**src/rtl/change_dispenser.sv**
```systemverilog
// Coin payout stage: splits a change amount greedily into 20/10/5 coins and
// releases them one at a time through a request/acknowledge coin hopper.
module change_dispenser #(
  parameter int TIMEOUT_CYCLES = 1000
) (
  input  logic       clk,
  input  logic       reset,
  input  logic [7:0] change_in,
  input  logic       change_valid,
  input  logic       eject_ack,
  output logic       eject_req,
  output logic [1:0] eject,
  output logic       busy,
  output logic       done,
  output logic       fault,
  output logic [7:0] remaining,
  output logic [3:0] coins_out
);

  localparam int CW = (TIMEOUT_CYCLES > 1) ? $clog2(TIMEOUT_CYCLES) : 1;
  localparam logic [CW-1:0] TIMER_LAST = CW'(TIMEOUT_CYCLES - 1);

  typedef enum logic [2:0] {IDLE, PICK, REQ, GAP, DONE, FAULT} state_t;

  state_t        state_reg, state_next;
  logic [1:0]    coin_reg, coin_next;
  logic [7:0]    remaining_reg, remaining_next;
  logic [3:0]    coins_reg, coins_next;
  logic          fault_reg, fault_next;
  logic [CW-1:0] timer_reg, timer_next;

  function automatic logic [7:0] coin_value(input logic [1:0] code);
    case (code)
      2'b01:   coin_value = 8'd5;
      2'b10:   coin_value = 8'd10;
      2'b11:   coin_value = 8'd20;
      default: coin_value = 8'd0;
    endcase
  endfunction

  always_ff @(posedge clk or posedge reset) begin
    if (reset) begin
      state_reg     <= IDLE;
      coin_reg      <= 2'b00;
      remaining_reg <= 8'd0;
      coins_reg     <= 4'd0;
      fault_reg     <= 1'b0;
      timer_reg     <= '0;
    end else begin
      state_reg     <= state_next;
      coin_reg      <= coin_next;
      remaining_reg <= remaining_next;
      coins_reg     <= coins_next;
      fault_reg     <= fault_next;
      timer_reg     <= timer_next;
    end
  end

  always_comb begin
    state_next     = state_reg;
    coin_next      = coin_reg;
    remaining_next = remaining_reg;
    coins_next     = coins_reg;
    fault_next     = fault_reg;
    timer_next     = timer_reg;
    unique case (state_reg)
      IDLE: begin
        if (change_valid && (change_in != 8'd0)) begin
          remaining_next = change_in;
          coins_next     = 4'd0;
          fault_next     = 1'b0;
          state_next     = PICK;
        end
      end
      PICK: begin
        // Largest coin that still fits; anything 1..4 cannot be paid out.
        if (remaining_reg >= 8'd20) begin
          coin_next  = 2'b11;
          state_next = REQ;
        end else if (remaining_reg >= 8'd10) begin
          coin_next  = 2'b10;
          state_next = REQ;
        end else if (remaining_reg >= 8'd5) begin
          coin_next  = 2'b01;
          state_next = REQ;
        end else if (remaining_reg == 8'd0) begin
          state_next = DONE;
        end else begin
          fault_next = 1'b1;
          state_next = FAULT;
        end
      end
      REQ: begin
        if (eject_ack) begin
          remaining_next = remaining_reg - coin_value(coin_reg);
          coins_next     = coins_reg + 4'd1;
          timer_next     = '0;
          state_next     = GAP;
        end else if (timer_reg == TIMER_LAST) begin
          timer_next = '0;
          fault_next = 1'b1;
          state_next = FAULT;
        end else begin
          timer_next = timer_reg + 1'b1;
        end
      end
      GAP:     state_next = PICK;
      DONE:    state_next = IDLE;
      FAULT:   state_next = IDLE;
      default: state_next = IDLE;
    endcase
  end

  assign eject_req = (state_reg == REQ);
  assign eject     = (state_reg == REQ) ? coin_reg : 2'b00;
  assign busy      = (state_reg != IDLE);
  assign done      = (state_reg == DONE);
  assign fault     = fault_reg;
  assign remaining = remaining_reg;
  assign coins_out = coins_reg;

endmodule

```
**config.mk**
```make
export PLATFORM = sky130hd
export DESIGN_NAME = change_dispenser
export DESIGN_NICKNAME = d
export VERILOG_FILES = /design/src/rtl/change_dispenser.sv
export SDC_FILE = /design/constraint.sdc
export NUM_CORES = 1
export LEC_CHECK = 0
export CORE_ASPECT_RATIO = 1.25
export CORE_MARGIN = 2
export CORE_UTILIZATION = 23
export DETAILED_ROUTE_END_ITERATION = 16
export PLACE_DENSITY = 0.39
export SETUP_SLACK_MARGIN = 0.15
export SLEW_MARGIN = 20
export SYNTH_ARGS = -nofsm -noshare
export SYNTH_HDL_FRONTEND = slang
export SYNTH_SLANG_ARGS = --single-unit
```
**constraint.sdc**
```tcl
create_clock -name clk -period 2.2 [get_ports clk]
set_input_delay 0.44 -clock clk [delete_from_list [all_inputs] [get_ports clk]]
set_output_delay 0.44 -clock clk [all_outputs]
set_load 0.03 [all_outputs]
```
; Word level (Yosys, flattened, before mapping)
; Cells that the tools add are included.
[op_classes]
mux = 31
reduce_logical = 12
addsub = 3
n_eq_ne = 17
n_lt_le_gt_ge = 3
[ops]
columns = cell, count
row1 = two-way mux 8 bit, 4
row2 = two-way mux 10 bit, 2
row3 = two-way mux 3 bit, 6
row4 = one-hot mux 8 bit (2 select lines), 1
row5 = one-hot mux 5 bit (3 select lines), 1
row6 = inequality test 2 bit (second input constant), 7
row7 = one-hot mux 3 bit (4 select lines), 1
row8 = adder 10 x 1 -> 10 bit (second input constant), 1
row9 = == test 10 bit (second input constant), 1
row10 = nonzero test 3 bit, 3
row11 = >= comparator 8 x 3 -> 1 bit (second input constant), 1
row12 = >= comparator 8 x 4 -> 1 bit (second input constant), 1
row13 = >= comparator 8 x 5 -> 1 bit (second input constant), 1
row14 = logical NOT 8 bit, 1
row15 = two-way mux 1 bit, 8
row16 = two-way mux 2 bit, 4
row17 = two-way mux 4 bit, 2
row18 = one-hot mux 4 bit (2 select lines), 1
row19 = AND reduction 8 bit, 1
row20 = nonzero test 8 bit, 1
row21 = subtractor 8 bit, 1
row22 = == test 3 x 2 -> 1 bit (second input constant), 2
row23 = adder 4 x 1 -> 4 bit (second input constant), 1
row24 = == test 2 bit (second input constant), 2
row25 = other kinds (11), 12
[word_totals]
register_bits = 28
inputBits = 12
elab_cells = 72
out_inout_bits = 18

; Longest topological paths before layout
[logic_depth]
depth_word = 7
ltp_mapped = 10
depth_no_buf = 10

; Worst setup path after synthesis
; Ideal clock, no wire load.
[synth_path]
path_kind = register to output
start = reg state_reg[0]
end = out eject[1]
arrival_time_ps = 1902
path_slack_ps = -142
required_ps = 1760
path_buffers = 3
stages_incl_launch_ff = 8
path_cell_list = dfrtp_1 buf_6 inv_1 nand3_1 inv_1 clkbuf_1 clkbuf_1 and2_1
[synth_between]
elab_chain_len = 2
[synth_lines]
columns = item, line
row1 = from (decl), 25  ; state_t state_reg, state_next;
row2 = from (signal assigned), 50  ; state_reg <= state_next;
row3 = == test 3 x 2 -> 1 bit, -
row4 = named net eject_req, 11  ; output logic eject_req,
row5 = two-way mux 2 bit, 115  ; assign eject = (state_reg == REQ) ? coin_reg : 2'b00;
row6 = to (decl), 12  ; output logic [1:0] eject,
; The timed path passes the listed nets, and every way through them passes these cells.

; Final worst setup path
[layout_path]
start = reg coin_reg[0]
end = reg remaining_reg[6], in the netlist remaining[6]
[layout_between]
elab_chain_len = 7
word_cells_on_any_way = 9
cone_classes = add/sub (1) / eq/ne (3) / mux (5)
[layout_lines]
columns = item, line
row1 = from (decl), 26  ; logic [1:0] coin_reg, coin_next;
row2 = from (signal assigned), 51  ; coin_reg <= coin_next;
row3 = == test 2 bit or == test 2 x 1 -> 1 bit (tied branches), 33  ; case (code)
row4 = one-hot mux 5 bit (3 select lines) (*), 33
row5 = two-way mux 8 bit (*), 94  ; if (eject_ack) begin
row6 = two-way mux 8 bit (*), 66  ; unique case (state_reg)
row7 = subtractor 8 bit (*), 95  ; remaining_next = remaining_reg - coin_value(coin_reg);
row8 = two-way mux 8 bit (*), 94
row9 = one-hot mux 8 bit (2 select lines) (*), 66
row10 = to (signal assigned), 52  ; remaining_reg <= remaining_next;
row11 = to (decl), 27  ; logic [7:0] remaining_reg, remaining_next;
; Every way passes the cells marked *; elsewhere a longest branch is shown, timed or not. The select of a mux whose other input is x is not followed.
; A chain may end at the register's enable or synchronous reset.

==> metrics <==
Crit path max-delay family=compound AO/OA/AOI/OAI gates; maxcap violations=0; hpwl dp=3930 um; hold crit path type=reg -> reg; crit end category=flip-flop; ys flop type=dfrtp_1; hold buffer count at CTS=0; Cell variety after synth=50; first-pass GRT wire length=8650 um; Crit path depth=10; Via density=4.75; number of cells after detailed placement=347; aggregate global-route resource usage=0.134; post-route ant nets=0; Final Cycle Share=0.909; full die area=0.00848 sq mm; WP buf/inv=2; Initial Util=0.240; Yosys warnings=0; Syn Inst Count=205; CP cell instances=inv_1, nor2_2, ha_2, inv_1, fa_2, a211oi_4, nor2_2, a211oi_2, o21bai_1, o2bb2ai_1; Psw=1730 uW; post-route cell area=0.00255 sq mm; CTS Buf Count=3; total power=3730 uW; Synth Area per Inst=8.70 sq um; RSZ-0062 raised after global routing=true; initial antenna violation count=0; clock sinks=28; Seq pwr share=0.233; Setup crit start=coin_reg[0]; First-pass DRT Iterations=4; fillers=819; CTS clk-pin slew, worst paths=0.10 ns; Leak=0.00111 uW; delay of the slowest critical-path stage=0.37 ns; Least-Margin Pin Slew=0.467 ns; Reg-to-Reg Start=coin_reg[0]; Crit-path slowest cell=fa_2; Netlist Area Pre-Place=0.00178 sq mm; part of the power in combinational logic=0.684; CTS tree=done; Inserted Diodes=0; vias in the first global route=1730; CTS Root Cell=clkbuf_8; CP endpoint=remaining[6]; First DRT Iteration DRCs=55; Placement Cell Area=0.00237 sq mm; number of flip-flops in the largest register=10; final std cells w/o fill=359; CP required=2.37 ns; WS Path Type=reg -> reg; number of core rows=35; total gr overflow=0; IO Port Bufs=29; Final Max Tran Viols=0; Worst-Skew Late Latency=0.28 ns; I/O pin cnt=30; CP arrival=2.17 ns; Routed WL=5270 um; synthesis-to-layout area growth=43.0%; die height=102 um; Via Count=1707; syn_nets=226; IR drop worst, VDD=817 uV; PwrDens=1460 mW/mm^2; fraction of layout cells with a size suffix above 1=0.247; EDFF count, synth=0; worst-path fanout max=4; core area=0.00744 sq mm; clk buf depth=2; sw frac=0.464; status=completed; ys async rst share=1.00; CP startpoint kind=flip-flop; Clock Power Share=0.082; P_int=2000 uW; die width=82.8 um; wire length per cell=14.7 um; Routability Congestion=0.761; Final Hold Viols=0; Yosys reg bits=28; Reg2Reg Depth=10; htree depth=1; setup slack, reg-to-reg=0.20 ns; Fmax=0.500 GHz; Critical R2R Capture=remaining[6]; crit path time final=2.00 ns; Reg area=702 sq um; DR DRC count=0; relative slew slack=0.684; sequential share of the synthesized area=0.393; area of the multi-input gates=0.00106 sq mm; largest net degree at the start of global routing=29; Post-Route Skew=0.00606 ns; final-stage net count=289; # setup viols final=0
worst reg2reg max path, stage by stage (launching register included):
cell,delay [ns]
dfrtp_1,0.36
inv_1,0.09
nor2_2,0.10
ha_2,0.18
inv_1,0.05
fa_2,0.37
a211oi_4,0.25
nor2_2,0.07
a211oi_2,0.21
o21bai_1,0.09
o2bb2ai_1,0.12
cells by family after synthesis:
| group | Yosys count | share of synthesized area |
|---|---|---|
| flops | 28 | 0.393 |
| compound gates | 64 | 0.241 |
| xor+xnor | 5 | 0.0245 |
| buf+inv | 21 | 0.0505 |
| simple gates | 75 | 0.207 |
| fa+ha+maj | 9 | 0.0673 |
| mux | 3 | 0.0175 |
power groups by stage:
stage                     combinational [uW]  clock [uW]  sequential [uW]
after floorplan                         1230           0             1080
after global placement                  2330           0              882
after detailed placement                2300           0              877
after CTS                               2400         320              872
after global routing                    2800         334              897
final                                   2550         307              869
routing by layer:
| metal | vias up | track usage | part of all wire |
|---|---|---|---|
| met4 | 0 | 0.0303 | 0.0074 |
| met3 | 4 | 0.0168 | 0.026 |
| met5 | - | 0 | 0 |
| li1 | 873 | - | - |
| met1 | 804 | 0.178 | 0.45 |
| met2 | 26 | 0.232 | 0.51 |
placed cells by master (no fill, tap or decap), types with 2 or more instances in the layout:
| cell | n |
|---|---|
| a211oi_1 | 4 |
| a211oi_4 | 2 |
| a21oi_1 | 9 |
| a22o_1 | 3 |
| a31oi_1 | 4 |
| and3_1 | 2 |
| buf_4 | 37 |
| buf_6 | 5 |
| clkbuf_8 | 3 |
| clkdlybuf4s50_1 | 17 |
| dfrtp_1 | 27 |
| dlygate4sd2_1 | 7 |
| ha_1 | 7 |
| inv_1 | 9 |
| mux2i_1 | 2 |
| nand2_1 | 20 |
| nand3_1 | 11 |
| nand3b_1 | 2 |
| nor2_1 | 17 |
| nor2_2 | 3 |
| nor2b_1 | 2 |
| nor3_1 | 3 |
| nor4_1 | 3 |
| o21a_1 | 3 |
| o21ai_0 | 11 |
| o21ai_1 | 9 |
| o22a_1 | 2 |
| o31ai_1 | 2 |
| xnor2_1 | 3 |
| xor2_1 | 2 |
final cells by class:
cell class,instances,area share
inverter,11,0.0172
multi-input combinational,156,0.416
clock buffer,4,0.0177
sequential,28,0.275
timing repair buffer,68,0.229
tap,92,0.0451
metrics by stage:
stage / hold slack (ns) / utilization / worst slack, ns / setup TNS (ns)
final: 0.477 / 0.343 / 0.200 / 0
after global routing: 0.496 / 0.343 / 0.0788 / 0
after CTS: 0.482 / 0.331 / 0.0947 / 0
after detailed placement: 0.466 / 0.319 / -0.267 / -1.36
after global placement: 0.461 / 0.319 / -0.250 / -1.04
after floorplan: 0.431 / - / 0.179 / 0
cells in the mapped netlist, types with 3 or more instances:
| cell | number | area [sq um] |
|---|---|---|
| nand3_1 | 12 | 60.1 |
| inv_1 | 11 | 41.3 |
| dfrtp_1 | 28 | 701 |
| clkbuf_1 | 6 | 22.5 |
| o21ai_0 | 11 | 55.1 |
| nand2_1 | 20 | 75.1 |
| o21ai_1 | 9 | 45.0 |
| nor2_1 | 20 | 75.1 |
| a22o_1 | 3 | 26.3 |
| nor3_1 | 3 | 15.0 |
| a21oi_1 | 10 | 50.1 |
| a211oi_1 | 6 | 45.0 |
| buf_2 | 3 | 15.0 |
| xnor2_1 | 3 | 26.3 |
| ha_1 | 8 | 100 |
| a31oi_1 | 4 | 25.0 |
| o21a_1 | 3 | 22.5 |
| nor4_1 | 4 | 25.0 |
how the worst min path moves through the flow:
stage / to / startpoint / cells past startpoint
global placement: timer_reg[9] / timer_reg[9] / 1
detailed placement: timer_reg[9] / timer_reg[9] / 1
CTS: timer_reg[9] / timer_reg[9] / 1
finish: timer_reg[9] / timer_reg[9] / 1
floorplan: timer_reg[9] / timer_reg[9] / 1
global route: timer_reg[9] / timer_reg[9] / 1
what timing repair did:
action | in CTS | in global routing
pin swaps | 7 | 5
endpoints found under the setup margin | 10 | 9
setup buffers | 4 | 4
cloned | 0 | 0
resized for setup | 17 | 15
Power figures use the tool's default switching activity.
